<file path="config.mk">
export PLATFORM = sky130hd
export DESIGN_NAME = debounce_multi
export DESIGN_NICKNAME = d
export VERILOG_FILES = /design/src/rtl/debounce_pkg.sv /design/src/rtl/debounce_chan.sv /design/src/rtl/debounce_multi.sv
export SDC_FILE = /design/constraint.sdc
export NUM_CORES = 1
export LEC_CHECK = 0
export ABC_AREA = 1
export ABC_CLOCK_PERIOD_IN_PS = 2300
export CORE_MARGIN = 2
export CORE_UTILIZATION = 24
export DETAILED_ROUTE_END_ITERATION = 8
export GPL_TIMING_DRIVEN = 1
export SLEW_MARGIN = 5
export SYNTH_ARGS = -nofsm -noshare
export SYNTH_HDL_FRONTEND = slang
export SYNTH_SLANG_ARGS = --single-unit
export TNS_END_PERCENT = 10
</file>
<file path="constraint.sdc">
create_clock -name clk -period 2.3 [get_ports clk]
set_input_delay 0.69 -clock clk [delete_from_list [all_inputs] [get_ports clk]]
set_output_delay 0.69 -clock clk [all_outputs]
set_load 0.01 [all_outputs]
</file>
<file path="src/rtl/debounce_pkg.sv">
// Shared constants and channel state encoding for the debounce_multi block.
package debounce_pkg;

    localparam int MODE_IMMEDIATE = 0;  // accept on first change, then lock out
    localparam int MODE_STABLE    = 1;  // accept only after the input has held

    typedef enum logic [1:0] {
        IDLE = 2'd0,
        LOCK = 2'd1,
        QUAL = 2'd2
    } chan_state_t;

endpackage

</file>
<file path="src/rtl/debounce_chan.sv">
// One debounce channel: optional 2-flop synchroniser, counter, IDLE/LOCK/QUAL
// state machine, registered debounced level and one-cycle rise/fall pulses.
// Build option: define DEBOUNCE_SYNC_EN to insert the input synchroniser.
module debounce_chan
    import debounce_pkg::*;
#(
    parameter int LOCK_CYCLES = 1000000,
    parameter int MODE        = MODE_IMMEDIATE
) (
    input  logic clk,
    input  logic rst_n,
    input  logic btn,
    output logic out_reg,
    output logic rise,
    output logic fall,
    output logic busy
);

    localparam int CW = $clog2(LOCK_CYCLES + 1);
    localparam logic [CW-1:0] CNT_LOAD = CW'(LOCK_CYCLES);
    localparam logic [CW-1:0] CNT_QUAL = CW'(LOCK_CYCLES - 1);
    localparam logic [CW-1:0] CNT_ONE  = CW'(1);

    logic            s;
    chan_state_t     state_q, state_d;
    logic [CW-1:0]   cnt_q, cnt_d;
    logic            out_d, rise_d, fall_d;

`ifdef DEBOUNCE_SYNC_EN
    logic [1:0] sync_q;

    // Two-flop synchroniser so btn may be fully asynchronous to clk.
    always_ff @(posedge clk or negedge rst_n) begin
        if (!rst_n) sync_q <= '0;
        else        sync_q <= {sync_q[0], btn};
    end

    assign s = sync_q[1];
`else
    assign s = btn;
`endif

    // State, counter, debounced level and pulse registers.
    always_ff @(posedge clk or negedge rst_n) begin
        if (!rst_n) begin
            state_q <= IDLE;
            cnt_q   <= '0;
            out_reg <= 1'b0;
            rise    <= 1'b0;
            fall    <= 1'b0;
        end else begin
            state_q <= state_d;
            cnt_q   <= cnt_d;
            out_reg <= out_d;
            rise    <= rise_d;
            fall    <= fall_d;
        end
    end

    // Next-state logic; pulses default low so they last exactly one cycle.
    always_comb begin
        state_d = state_q;
        cnt_d   = cnt_q;
        out_d   = out_reg;
        rise_d  = 1'b0;
        fall_d  = 1'b0;
        case (state_q)
            IDLE: begin
                if (s != out_reg) begin
                    if (MODE == MODE_IMMEDIATE) begin
                        out_d   = s;
                        rise_d  = s;
                        fall_d  = ~s;
                        cnt_d   = CNT_LOAD;
                        state_d = LOCK;
                    end else if (LOCK_CYCLES == 1) begin
                        // A single stable sample is already enough.
                        out_d  = s;
                        rise_d = s;
                        fall_d = ~s;
                        cnt_d  = '0;
                    end else begin
                        cnt_d   = CNT_ONE;
                        state_d = QUAL;
                    end
                end
            end
            LOCK: begin
                // Leave on the decrement that reaches zero so the next change
                // can be taken one cycle later (spacing LOCK_CYCLES+1).
                if (cnt_q == CNT_ONE || cnt_q == '0) begin
                    cnt_d   = '0;
                    state_d = IDLE;
                end else begin
                    cnt_d = cnt_q - CNT_ONE;
                end
            end
            QUAL: begin
                if (s == out_reg) begin
                    cnt_d   = '0;
                    state_d = IDLE;
                end else if (cnt_q == CNT_QUAL) begin
                    out_d   = s;
                    rise_d  = s;
                    fall_d  = ~s;
                    cnt_d   = '0;
                    state_d = IDLE;
                end else begin
                    cnt_d = cnt_q + CNT_ONE;
                end
            end
            default: begin
                cnt_d   = '0;
                state_d = IDLE;
            end
        endcase
    end

    assign busy = (cnt_q != '0);

endmodule

</file>
<file path="src/rtl/debounce_multi.sv">
// N-channel button/switch debouncer: CHANNELS independent debounce_chan
// instances sharing clock, reset, LOCK_CYCLES and MODE.
// Build option: define DEBOUNCE_SYNC_EN to add a 2-flop input synchroniser
// per channel (2 cycles extra latency).
module debounce_multi
    import debounce_pkg::*;
#(
    parameter int CHANNELS    = 4,
    parameter int LOCK_CYCLES = 1000000,
    parameter int MODE        = MODE_IMMEDIATE
) (
    input  logic                clk,
    input  logic                rst_n,
    input  logic [CHANNELS-1:0] btn,
    output logic [CHANNELS-1:0] out_reg,
    output logic [CHANNELS-1:0] rise,
    output logic [CHANNELS-1:0] fall,
    output logic [CHANNELS-1:0] busy
);

    for (genvar i = 0; i < CHANNELS; i++) begin : g_chan
        debounce_chan #(
            .LOCK_CYCLES (LOCK_CYCLES),
            .MODE        (MODE)
        ) u_chan (
            .clk     (clk),
            .rst_n   (rst_n),
            .btn     (btn[i]),
            .out_reg (out_reg[i]),
            .rise    (rise[i]),
            .fall    (fall[i]),
            .busy    (busy[i])
        );
    end

endmodule
</file>
Word level (Yosys, flattened, before mapping)
Index checks and enable logic that the tools add are counted.
{ "word_totals": {"ff_bits": 100, "input_bits": 6, "out_inout_bits": 16, "wordCells": 192} }
{ "op_classes": {"addsub": 8, "eq_ne": 44, "n_mux": 88, "n_bitwise": 4, "reduce_logical": 28} }
{ "op_table": {"columns": ["cell", "count"], "rows": [
  ["2-to-1 mux 20 bit", 16],
  ["case mux 20 bit (3 select lines)", 4],
  ["adder 20 x 1 -> 20 bit (second input constant)", 4],
  ["== test 20 x 1 -> 1 bit (second input constant)", 4],
  ["== test 20 bit (second input constant)", 4],
  ["zero test 20 bit", 4],
  ["nonzero test 20 bit", 4],
  ["subtractor 20 x 1 -> 20 bit (second input constant)", 4],
  ["2-to-1 mux 1 bit", 36],
  ["2-to-1 mux 2 bit", 16],
  ["!= test 2 x 1 -> 1 bit (second input constant)", 12],
  ["case mux 1 bit (2 select lines)", 12],
  ["case mux 2 bit (3 select lines)", 4],
  ["AND reduction 4 bit", 4],
  ["!= test 3 x 1 -> 1 bit (second input constant)", 4],
  ["AND reduction 3 bit", 4],
  ["== test 2 x 1 -> 1 bit (second input constant)", 4],
  ["== test 2 bit (second input constant)", 4],
  ["zero test 2 bit", 4],
  ["!= test 2 bit (second input constant)", 4],
  ["nonzero test 2 bit", 4],
  ["== test 1 bit", 4],
  ["logical OR 1 bit", 4],
  ["!= test 1 bit", 4],
  ["inverter 1 bit", 4]
]} }

Longest topological paths before layout
{ "logic_depth": {"depth_word": 4, "ltp_mapped": 11, "mapped_depth_nobuf": 11} }

Cells and area by module
A second synthesis with hierarchy kept.
{ "unflattened": {"hier_cells": 776, "area_unflattened_um2": 5848.1} }
{ "modules_own_cells": {"columns": ["mod", "n_inst", "cells_each", "area_per_inst_um2", "seq_area_each_um2"], "rows": [
  ["debounce_chan (g_chan[0].u_chan ...)", 3, 194, 1458.9, 600.6],
  ["debounce_chan (g_chan[3].u_chan)", 1, 194, 1471.4, 600.6]
]} }

Worst setup path after synthesis
No wires, ideal clock.
{ "synth_path": {"path_kind": "flip-flop to output port", "from": "reg g_chan[1].u_chan.cnt_q[0]", "to": "out busy[1]", "arrival_time_ns": 1.282, "required_time_ns": 1.610, "path_slack_ns": 0.328, "stages_incl_launch_ff": 8, "n_path_buf": 1, "path_cell_list": "dfrtp_1 inv_1 ha_1 nand2_2 nor2_4 and2_1 nand4_1 buf_4"} }
{ "synth_between": {"elab_chain_len": 1} }
{ "synth_lines": {"columns": ["element", "line_no", "text"], "rows": [
  ["start, declared", "debounce_chan.sv:26", "logic [CW-1:0] cnt_q, cnt_d;"],
  ["start signal, assigned", "debounce_chan.sv:53", "cnt_q <= cnt_d;"],
  ["nonzero test 20 bit", "debounce_chan.sv:119", "assign busy = (cnt_q != '0);"],
  ["end, declared", "debounce_multi.sv:18", "output logic [CHANNELS-1:0] busy"]
]} }
Every way passes these cells.

Final worst setup path
{ "layout_path": {"from": "reg g_chan[1].u_chan.cnt_q[1]", "to": "out busy[1]"} }
Same word-level chain as after synthesis.

==> out/qor.yml <==
setup_slack_ns: 0.0493
antenna_found_initial: 0
syn-instance-count: 747
ir_drop_v: 0.000296
post-place-ws_ns: 0.00153
synth_cell_types: 34
syn_nets: 769
slowest_stage: "dfrtp_1"
yosys.area.top_type: "dfrtp_1"
ant_nets: 0
synth_edf_count: 0
cts_made_buffers: 9
cts-root-buf: "clkbuf_16"
dp_hpwl_um: 8930
cts_hold_buf: 0
hold_viol_final: 0
avgSynthCellArea_sq_um: 7.96
finalMaxSlewViolations: 0
crit_path_start_kind: "flop"
leakagePower_uw: 0.00292
grt_pass1_vias: 4518
final-instance-count-excl-fill: 1121
nFillCells: 2598
cp.required_ns: 1.61
worstPathArrival_ns: 1.56
largest_reg_flops: 80
ctsHtreeMaxLevel: 3
synth_area_sq_mm: 0.00595
route.vias.total: 4648
die_width_um: 161
yosys-top-cells-count: "156 x nand2_1, 101 x nor2_1, 96 x dfrtp_1, 88 x inv_1, 47 x o21ai_0"
ioPinCount: 22
ys.flop_type: "dfrtp_1"
min_path_type: "primary input to asynchronous set/reset pin"
async_flop_share_pct: 100
setup_viol: 0
place_area_sq_mm: 0.00665
synthDominantCellAreaShare_pct: 40.4
dp_cells: 1104
power.density_mw_per_mm2: 498
max_freq_mhz: 444
synthTopCellsByArea: "dfrtp_1 40%, nand2_1 9.8%, nor2_1 6.4%"
finClkSkew_ns: 0.0108
syn2layout_area_growth_pct: 16.9
dr.pass1.iters: 4
tightest_slew_ns: 0.537
crit_path_end_kind: "primary output"
ys_ff_latch: 96
insertion_delay_ns: 0.35
std_cell_rows: 57
cap_violations: 0
slew_headroom_pct: 64.2
drtIter0Drc: 239
critical_path_class: "flop to primary output"
start_util_pct: 24.5
port_buffers: 21
clk_path_buf_depth: 2
design_area_sq_mm: 0.00696
grt_max_degree: 97
status: "finished clean"
critPathMaxStageDelay_ns: 0.38
yosysWarnings: 0
overflow: 0
path_cells: "inv_1, ha_2, nand2_2, nor2_4, and2_1, nand4_1, buf_2"
rsz0062_at_grt: "yes"
cts_sinks: 96
path_max_fanout: 2
wl_per_cell_um: 11.1
place_congestion: 0.823
multiInputGateArea_sq_mm: 0.00304
die-area_sq_mm: 0.0261
cts.clk_slew.worst_paths_ns: 0.07
synth_most_common_cell: "nand2_1"
grt_use_total_pct: 10.2
regMostFlops: "g_chan.u_chan.cnt_q"
timing.final.crit_share_pct: 97.9
drive_above_1_share_pct: 16.4
nets: 814
diodes: 0
wl_um: 12400
cts_tree: "done"
ys_seq_area_share_pct: 40.4
period_minus_slack_ns: 2.25
seq_area_sq_mm: 0.00240
core-area_sq_mm: 0.0243
grt_pass1_wl_um: 21800
fp.dieH_um: 161
drcViolationCount: 0
vias_per_cell: 4.15
==> final timing paths <==
kind	startpoint	to	slack [ns]	depth (start not counted)
min in group clk	g_chan[1].u_chan.cnt_q[11]	g_chan[1].u_chan.cnt_q[11]	0.56	2
worst min-delay path	rst_n	g_chan[2].u_chan.cnt_q[19]	0.39	2
max in group asynchronous	rst_n	g_chan[1].u_chan.cnt_q[11]	1.50	2
worst min register to register	g_chan[1].u_chan.cnt_q[11]	g_chan[1].u_chan.cnt_q[11]	0.56	2
worst max-delay path	g_chan[1].u_chan.cnt_q[1]	busy[1]	0.05	7
worst max register to register	g_chan[3].u_chan.cnt_q[1]	g_chan[3].u_chan.cnt_q[13]	0.50	10
==> power by group <==
group	internal [uW]	leakage (uW)	switching, uW
combinational	69.1	0.00178	104
clock	850	0.000139	680
sequential	1720	0.00101	39.5
total	2640	0.00292	824
==> cell type report <==
cell class | count | share of cell area [%]
inverter | 91 | 4.91
clock buffer | 10 | 3.29
timing repair buffer | 57 | 6.76
clock inverter | 6 | 0.971
multi-input combinational | 537 | 43.7
sequential | 96 | 34.5
tap | 324 | 5.83
==> stage by stage <==
step | TNS [ns] | hold slack [ns] | util, % | power (uW)
6_report | 0 | 0.386 | 28.6 | 3470
3_5_place_dp | 0 | 0.546 | 27.3 | 1970
4_1_cts | -0.0163 | 0.411 | 28.6 | 3530
2_1_floorplan | 0 | 0.394 | - | 1880
3_3_place_gp | 0 | 0.532 | 27.3 | 1970
5_1_grt | -0.0512 | 0.440 | 28.6 | 3630
==> per-layer routing <==
layer / share of wire [%] / up-vias / track usage, %
met5: 0 / - / 0
met4: 1.2 / 0 / 2.92
met3: 2.3 / 11 / 2.03
met2: 47 / 38 / 16.7
met1: 50 / 2140 / 13.6
li1: - / 2459 / -
==> cell usage in the layout (no fill, tap or decap), types with 3 or more instances in the layout <==
cell             netlist  layout
a21oi_1               10      10
buf_4                 16      36
clkbuf_16              0       9
clkdlybuf4s50_1        0      16
dfrtp_1               96      96
ha_1                  16      13
inv_1                 88      88
inv_2                  3       3
nand2_1              156     156
nand2_2               12      12
nand3_1               40      40
nand3_2                3       3
nand3_4                3       3
nand4_1               11      11
nor2_1               101      99
nor2_2                12      13
nor2_4                11      12
nor3_1                 5       5
nor3_4                 3       3
o21ai_0               47      47
o21ai_1               24      24
o21ai_2               11      11
o21bai_1               3       3
o22ai_1                7       7
o22ai_2                7       7
xnor2_1               11      11
xor2_1                37      37
==> logic make-up after synthesis <==
kind of cell             after synthesis  synth area share (%)
XOR/XNOR                              48                  7.07
buffers and inverters                114                  8.98
AND/OR/NAND/NOR                      363                  29.0
AO/OA/AOI/OAI                        110                  11.2
flip-flops                            96                  40.4
adder cells (fa/ha/maj)               16                  3.36
==> timing repair <==
item / 4_1_cts / 5_1_grt
gates resized for setup: 16 / 5
setup buffers: 1 / 0
pin swaps: 1 / 0
cloned: 0 / 0
endpoints found under the setup margin: 4 / 4
==> worst max-delay path: cells and delay by family (launching register included) <==
kind / cells / cell delay [ns]
simple gates: 4 / 0.40
flops: 1 / 0.38
buf+inv: 2 / 0.23
fa+ha+maj: 1 / 0.19
Note: power is estimated with default switching activity, not from simulation.
